`src/rtl/fft_pkg.sv`:
```
// fft_pkg: constants shared across the FFT datapath (complex multiplier,
// butterfly and scaling stages).
//   - default component widths for samples, twiddles and outputs
//   - the DROP derivation (LSBs discarded from a full-precision product)
//   - saturation limits for the default output width
//   - the rounding mode selected at build time by FFT_CMULT_CONV_ROUND_EN
package fft_pkg;

  localparam int FFT_IWIDTH = 18;
  localparam int FFT_CWIDTH = 18;
  localparam int FFT_OWIDTH = 18;

  // A full product carries iw+cw significant bits; keeping ow of them
  // means the remainder is shifted out.
  function automatic int fft_drop(input int iw, input int cw, input int ow);
    return iw + cw - ow;
  endfunction

  localparam int FFT_DROP = fft_drop(FFT_IWIDTH, FFT_CWIDTH, FFT_OWIDTH);

  localparam logic signed [FFT_OWIDTH-1:0] FFT_SAT_MAX = {1'b0, {(FFT_OWIDTH-1){1'b1}}};
  localparam logic signed [FFT_OWIDTH-1:0] FFT_SAT_MIN = {1'b1, {(FFT_OWIDTH-1){1'b0}}};

  typedef enum logic {
    FFT_ROUND_TRUNC,
    FFT_ROUND_CONV
  } fft_round_e;

`ifdef FFT_CMULT_CONV_ROUND_EN
  localparam fft_round_e FFT_ROUND_MODE = FFT_ROUND_CONV;
`else
  localparam fft_round_e FFT_ROUND_MODE = FFT_ROUND_TRUNC;
`endif

endpackage

```
`src/rtl/fft_round_sat.sv`:
```
// fft_round_sat: drops DROP LSBs from one signed component and saturates
// the result to OWIDTH bits.
// Build option: FFT_CMULT_CONV_ROUND_EN selects convergent rounding
// (round half to even); without it the LSBs are simply floored away
// (arithmetic shift right) and no rounding adder exists.
// Ports:
//   din  in  IN_W    full-precision signed value
//   dout out OWIDTH  rounded, saturated value
//   ovf  out 1       saturation occurred
module fft_round_sat #(
  parameter int IN_W   = 37,
  parameter int DROP   = 18,
  parameter int OWIDTH = 18
) (
  input  logic signed [IN_W-1:0]   din,
  output logic signed [OWIDTH-1:0] dout,
  output logic                     ovf
);

  localparam int KW = IN_W - DROP;

  logic signed [KW-1:0] keep;
  assign keep = din[IN_W-1:DROP];

`ifdef FFT_CMULT_CONV_ROUND_EN
  // One extra bit so a round-up of the largest kept value cannot wrap;
  // it shows up as an overflow for the saturation stage instead.
  localparam int RW = KW + 1;
  localparam logic [DROP-1:0] HALF = DROP'(1) << (DROP - 1);

  logic [DROP-1:0]    frac;
  logic               round_up;
  logic signed [RW-1:0] rounded;

  assign frac     = din[DROP-1:0];
  // Ties go to the even neighbour so repeated rounding does not bias the FFT.
  assign round_up = (frac > HALF) || ((frac == HALF) && keep[0]);
  assign rounded  = RW'(keep) + RW'(round_up);
`else
  localparam int RW = KW;

  logic signed [RW-1:0] rounded;
  logic                 unused_frac;

  assign rounded     = keep;
  assign unused_frac = ^din[DROP-1:0];
`endif

  // Compare in a width that can hold both the rounded value and the
  // OWIDTH limits, so the limits never need to be truncated.
  localparam int CW = (RW > OWIDTH) ? RW : OWIDTH + 1;
  localparam logic signed [CW-1:0] MAX_E = {{(CW-OWIDTH+1){1'b0}}, {(OWIDTH-1){1'b1}}};
  localparam logic signed [CW-1:0] MIN_E = {{(CW-OWIDTH+1){1'b1}}, {(OWIDTH-1){1'b0}}};

  logic signed [CW-1:0] v_ext;
  assign v_ext = CW'(rounded);

  always_comb begin
    dout = v_ext[OWIDTH-1:0];
    ovf  = 1'b0;
    if (v_ext > MAX_E) begin
      dout = {1'b0, {(OWIDTH-1){1'b1}}};
      ovf  = 1'b1;
    end else if (v_ext < MIN_E) begin
      dout = {1'b1, {(OWIDTH-1){1'b0}}};
      ovf  = 1'b1;
    end
  end

endmodule

```
`src/rtl/fft_cmult.sv`:
```
// fft_cmult: pipelined complex multiplier (sample x twiddle) using three
// real multipliers, with round/saturate to OWIDTH and valid/ready
// backpressure. Latency is 4 edges from acceptance to out_valid.
// Build option: FFT_CMULT_CONV_ROUND_EN (convergent rounding instead of
// truncation, see fft_round_sat); latency is the same either way.
// Ports:
//   clk, rst             clock, synchronous active-high reset
//   in_valid / in_ready  input handshake
//   a_re, a_im           sample, IWIDTH each
//   w_re, w_im           twiddle Q1.(CWIDTH-1), CWIDTH each
//   out_valid / out_ready output handshake
//   o_re, o_im           product, OWIDTH each
//   o_ovf                either component of this output saturated
module fft_cmult
  import fft_pkg::*;
#(
  parameter int IWIDTH = FFT_IWIDTH,
  parameter int CWIDTH = FFT_CWIDTH,
  parameter int OWIDTH = FFT_OWIDTH,
  parameter int DROP   = fft_drop(IWIDTH, CWIDTH, OWIDTH)
) (
  input  logic                     clk,
  input  logic                     rst,
  input  logic                     in_valid,
  output logic                     in_ready,
  input  logic signed [IWIDTH-1:0] a_re,
  input  logic signed [IWIDTH-1:0] a_im,
  input  logic signed [CWIDTH-1:0] w_re,
  input  logic signed [CWIDTH-1:0] w_im,
  output logic                     out_valid,
  input  logic                     out_ready,
  output logic signed [OWIDTH-1:0] o_re,
  output logic signed [OWIDTH-1:0] o_im,
  output logic                     o_ovf
);

  localparam int AW = IWIDTH + 1;
  localparam int WW = CWIDTH + 1;
  localparam int PW = IWIDTH + CWIDTH + 1;

  // Stage S1 is two register ranks: the raw input capture (rank 0) and the
  // pre-adds (rank 1). S2 holds the products, S3 the post-adds, S4 the outputs.
  logic                     v0_q, v0_d;
  logic signed [IWIDTH-1:0] a_re0_q, a_re0_d, a_im0_q, a_im0_d;
  logic signed [CWIDTH-1:0] w_re0_q, w_re0_d, w_im0_q, w_im0_d;

  logic                     v1_q, v1_d;
  logic signed [IWIDTH-1:0] a_re1_q, a_re1_d, a_im1_q, a_im1_d;
  logic signed [CWIDTH-1:0] w_re1_q, w_re1_d;
  logic signed [AW-1:0]     sum_a1_q, sum_a1_d;
  logic signed [WW-1:0]     dif_w1_q, dif_w1_d, sum_w1_q, sum_w1_d;

  logic                     v2_q, v2_d;
  logic signed [PW-1:0]     k1_q, k1_d, k2_q, k2_d, k3_q, k3_d;

  logic                     v3_q, v3_d;
  logic signed [PW-1:0]     re3_q, re3_d, im3_q, im3_d;

  logic                     out_valid_q, out_valid_d;
  logic signed [OWIDTH-1:0] o_re_q, o_re_d, o_im_q, o_im_d;
  logic                     o_ovf_q, o_ovf_d;

  logic signed [OWIDTH-1:0] rs_re, rs_im;
  logic                     ovf_re, ovf_im;
  logic                     ce;

  // The whole pipe moves together; it only freezes when an output is
  // sitting there unclaimed. Bubbles travel as invalid ranks.
  assign ce       = !out_valid_q || out_ready;
  assign in_ready = ce;

  fft_round_sat #(.IN_W(PW), .DROP(DROP), .OWIDTH(OWIDTH)) u_rs_re (
    .din (re3_q),
    .dout(rs_re),
    .ovf (ovf_re)
  );

  fft_round_sat #(.IN_W(PW), .DROP(DROP), .OWIDTH(OWIDTH)) u_rs_im (
    .din (im3_q),
    .dout(rs_im),
    .ovf (ovf_im)
  );

  // Next-state for every rank: hold by default, shift when ce is high.
  // Gauss 3-multiply form: re = k1 - k3, im = k1 + k2, all full precision.
  always_comb begin
    v0_d = v0_q; a_re0_d = a_re0_q; a_im0_d = a_im0_q;
    w_re0_d = w_re0_q; w_im0_d = w_im0_q;
    v1_d = v1_q; a_re1_d = a_re1_q; a_im1_d = a_im1_q; w_re1_d = w_re1_q;
    sum_a1_d = sum_a1_q; dif_w1_d = dif_w1_q; sum_w1_d = sum_w1_q;
    v2_d = v2_q; k1_d = k1_q; k2_d = k2_q; k3_d = k3_q;
    v3_d = v3_q; re3_d = re3_q; im3_d = im3_q;
    out_valid_d = out_valid_q; o_re_d = o_re_q; o_im_d = o_im_q; o_ovf_d = o_ovf_q;
    if (ce) begin
      v0_d    = in_valid;
      a_re0_d = a_re;
      a_im0_d = a_im;
      w_re0_d = w_re;
      w_im0_d = w_im;

      v1_d     = v0_q;
      a_re1_d  = a_re0_q;
      a_im1_d  = a_im0_q;
      w_re1_d  = w_re0_q;
      sum_a1_d = AW'(a_re0_q) + AW'(a_im0_q);
      dif_w1_d = WW'(w_im0_q) - WW'(w_re0_q);
      sum_w1_d = WW'(w_re0_q) + WW'(w_im0_q);

      v2_d = v1_q;
      k1_d = PW'(w_re1_q) * PW'(sum_a1_q);
      k2_d = PW'(a_re1_q) * PW'(dif_w1_q);
      k3_d = PW'(a_im1_q) * PW'(sum_w1_q);

      v3_d  = v2_q;
      re3_d = k1_q - k3_q;
      im3_d = k1_q + k2_q;

      out_valid_d = v3_q;
      o_re_d      = rs_re;
      o_im_d      = rs_im;
      o_ovf_d     = ovf_re | ovf_im;
    end
  end

  // Control and output registers: reset empties the pipe and zeroes outputs.
  always_ff @(posedge clk) begin
    if (rst) begin
      v0_q        <= 1'b0;
      v1_q        <= 1'b0;
      v2_q        <= 1'b0;
      v3_q        <= 1'b0;
      out_valid_q <= 1'b0;
      o_re_q      <= '0;
      o_im_q      <= '0;
      o_ovf_q     <= 1'b0;
    end else begin
      v0_q        <= v0_d;
      v1_q        <= v1_d;
      v2_q        <= v2_d;
      v3_q        <= v3_d;
      out_valid_q <= out_valid_d;
      o_re_q      <= o_re_d;
      o_im_q      <= o_im_d;
      o_ovf_q     <= o_ovf_d;
    end
  end

  // Internal datapath registers carry no reset; their valids guard them.
  always_ff @(posedge clk) begin
    a_re0_q  <= a_re0_d;
    a_im0_q  <= a_im0_d;
    w_re0_q  <= w_re0_d;
    w_im0_q  <= w_im0_d;
    a_re1_q  <= a_re1_d;
    a_im1_q  <= a_im1_d;
    w_re1_q  <= w_re1_d;
    sum_a1_q <= sum_a1_d;
    dif_w1_q <= dif_w1_d;
    sum_w1_q <= sum_w1_d;
    k1_q     <= k1_d;
    k2_q     <= k2_d;
    k3_q     <= k3_d;
    re3_q    <= re3_d;
    im3_q    <= im3_d;
  end

  assign out_valid = out_valid_q;
  assign o_re      = o_re_q;
  assign o_im      = o_im_q;
  assign o_ovf     = o_ovf_q;

endmodule

```
`config.mk`:
```
export PLATFORM = sky130hd
export DESIGN_NAME = fft_cmult
export DESIGN_NICKNAME = d
export VERILOG_FILES = /design/src/rtl/fft_pkg.sv /design/src/rtl/fft_round_sat.sv /design/src/rtl/fft_cmult.sv
export SDC_FILE = /design/constraint.sdc
export NUM_CORES = 2
export LEC_CHECK = 0
export CORE_MARGIN = 2
export CORE_UTILIZATION = 24
export DETAILED_ROUTE_END_ITERATION = 12
export SLEW_MARGIN = 20
export SYNTH_ARGS = -nofsm -noshare
export SYNTH_HDL_FRONTEND = slang
export SYNTH_SLANG_ARGS = --single-unit
export TNS_END_PERCENT = 20
```
`constraint.sdc`:
```
create_clock -name clk -period 49.8 [get_ports clk]
set_input_delay 9.96 -clock clk [delete_from_list [all_inputs] [get_ports clk]]
set_output_delay 9.96 -clock clk [all_outputs]
set_load 0.03 [all_outputs]
```
==> metrics <==
die area=229000 sq um; vias in the first global route=38800; WL per Instance=16.5 microns; syn_area_per_cell=10.0 sq um; Nets=6935; DRC=0; Worst Setup Path Type=input pin to primary output; Slew HR=26.9%; fillers=23600; most frequent cells in the layout=1265 x inv_1, 1038 x fa_1, 543 x nand2_1; Worst Clk Skew=30.0 ps; CTS tree=done; I/O pin cnt=115; number of port buffers=114; Sink Count=373; proportion of layout cells with a drive suffix above 1=2.04%; worst path required time=39840 ps; Area Growth Syn to Fin=11.0%; DR pass1 iterations=6; HP Class=flip-flop to flip-flop; final RePlAce weighted congestion=0.871; Cell Area, Synth=54100 sq um; post-cts resize count=0; drt total wl=140000 microns; clk_lat worst skew=670 ps; Initial Util=24.1%; final hold violations=0; setup TNS=0 ps; first-pass GRT wire length=220000 microns; Worst path max stage delay=740 ps; Main synth FF type=edfxtp_1; Rows=174; CP Capture Type=primary output; core area=224000 sq um; slowest CP cell=clkdlybuf4s50_1; Num CTS Buffers=48; YS warnings=0; Max Slew Vio Count=0; root buffer cell=clkbuf_16; Worst setup SP type=input pin; Critical Path, Cell by Cell=clkdlybuf4s50_1, nor2b_1, inv_8, clkdlybuf4s50_1; total number of H-tree levels=2; Die W=479 microns; # setup viols final=0; DRT antenna net count=0; clk slew on worst S/H paths=80 ps; GRT Total Usage=12.3%; status=complete, no violations; cells after synthesis=5401; Yosys reg bits=373; CP Max Fanout=126; sequential area share after synthesis=19.9%; R2R setup slack=42040 ps; commonest non-fill, non-tap cell in the layout=inv_1; critical path's top delay family=buffers and inverters; Tmin final=22210 ps; Crit path buffers/inverters=3; Initial DRC Count=2291; largest net degree at the start of global routing=127; initial antenna violation count=12; syn_nets=6924; Post-synth EDFFs=331; Bufs on Longest Clock Path=3; Hold Buf Count CTS=0; DIE HEIGHT=479 microns; CP arrival=12250 ps; post-DP HPWL=117000 microns; total gr overflow=0; fin crit share=44.6%; setup repair after global routing missed its margin=no; slew at the pin closest to its max-slew limit=1090 ps; DR vias/cell=4.29; fmax=45.0 MHz; via count=36200; post-synthesis async set-or-reset flop share=0%; synth unique cells=72; crit-path most repeated cell=clkdlybuf4s50_1; # Post-CTS Setup Buffers=0; Max Cap Violations=0
-- final timing paths --
path                                  start  endpoint  depth (start not counted)
worst max-delay path              out_ready  in_ready                          4
worst min-delay path                   v2_q      v3_q                          2
worst max register to register  a_re1_q[17]  k2_q[35]                         22
worst min register to register         v2_q      v3_q                          2
-- worst min-delay path, delay by kind of cell (launching register included) --
| family | cells | cell delay (ps) |
|---|---|---|
| AOI/OAI and AO/OA | 1 | 60 |
| and+or+nand+nor | 1 | 50 |
| DFF | 1 | 310 |
-- cells by family (layout without fill, tap and decap cells) --
logic type	count (synthesis)	in the layout	synth area share, %
XOR/XNOR	188	188	3.04
adder cells (fa/ha/maj)	1447	1447	47.9
flip-flops	373	373	19.9
AND/OR/NAND/NOR	1473	1473	13.5
other	0	1	0
AO/OA/AOI/OAI	487	487	5.72
buffers and inverters	1433	1482	9.95
-- registers in the layout, summed over array words and instances, names as in the netlist, 19 cells and up --
signal / count
k3_q: 37
dif_w1_q: 19
k2_q: 37
k1_q: 37
im3_q: 19
re3_q: 19
sum_a1_q: 19
-- cells in the mapped netlist (all sizes together) (13+ instances only) --
| library cell | number | area (sq um) |
|---|---|---|
| xnor2 | 144 | 1260 |
| nand3 | 31 | 155 |
| edfxtp | 331 | 9940 |
| fa | 1038 | 20800 |
| nand2b | 35 | 219 |
| dfxtp | 42 | 841 |
| nor2b | 24 | 150 |
| and2 | 522 | 3270 |
| nand2 | 543 | 2040 |
| inv | 1266 | 4750 |
| clkbuf | 156 | 586 |
| a21o | 53 | 398 |
| ha | 409 | 5120 |
| nor3 | 65 | 325 |
| a21oi | 183 | 916 |
| and3 | 22 | 138 |
| o21bai | 27 | 203 |
| o21ai | 86 | 430 |
| o21a | 21 | 165 |
| a211oi | 13 | 97.6 |
| nor2 | 192 | 721 |
| xor2 | 44 | 385 |
| a31oi | 17 | 106 |
-- routing by layer --
metal	global-route usage [%]	up-vias	part of all wire, %
met5	0	-	0
met4	3.19	0	2.4
met3	2.70	175	7.5
met2	19.4	1014	45
met1	16.9	18600	45
li1	-	16400	-
-- metrics by stage --
| step | utilization (%) | worst slack (ps) | cells | hold slack [ps] | cell area [sq um] |
|---|---|---|---|---|---|
| detailed placement | 26.0 | 27540 | 8354 | 446 | 58400 |
| global placement | 26.0 | 27600 | 8354 | 450 | 58400 |
| CTS | 26.7 | 27530 | 8442 | 445 | 60000 |
| global route | 26.7 | 27420 | 8442 | 467 | 60000 |
| finish | 26.7 | 27590 | 8443 | 449 | 60000 |
| floorplan | - | 20190 | 5401 | 431 | 54100 |
-- layout make-up --
cell class                      count  area [sq um]  area share, %
Timing Repair Buffer              127          1240           2.06
Clock inverter                     36           349          0.581
Antenna cell                        1          2.50        0.00417
Tap cell                         2992          3740           6.24
Inverter                         1267          4760           7.93
Clock buffer                       52          1240           2.06
Sequential cell                   373         10800           18.0
Multi-Input combinational cell   3595         37900           63.2
Power is left out: the tool's default activity adds up to more than one toggle a clock period on the data nets, which glitch-free logic cannot reach.
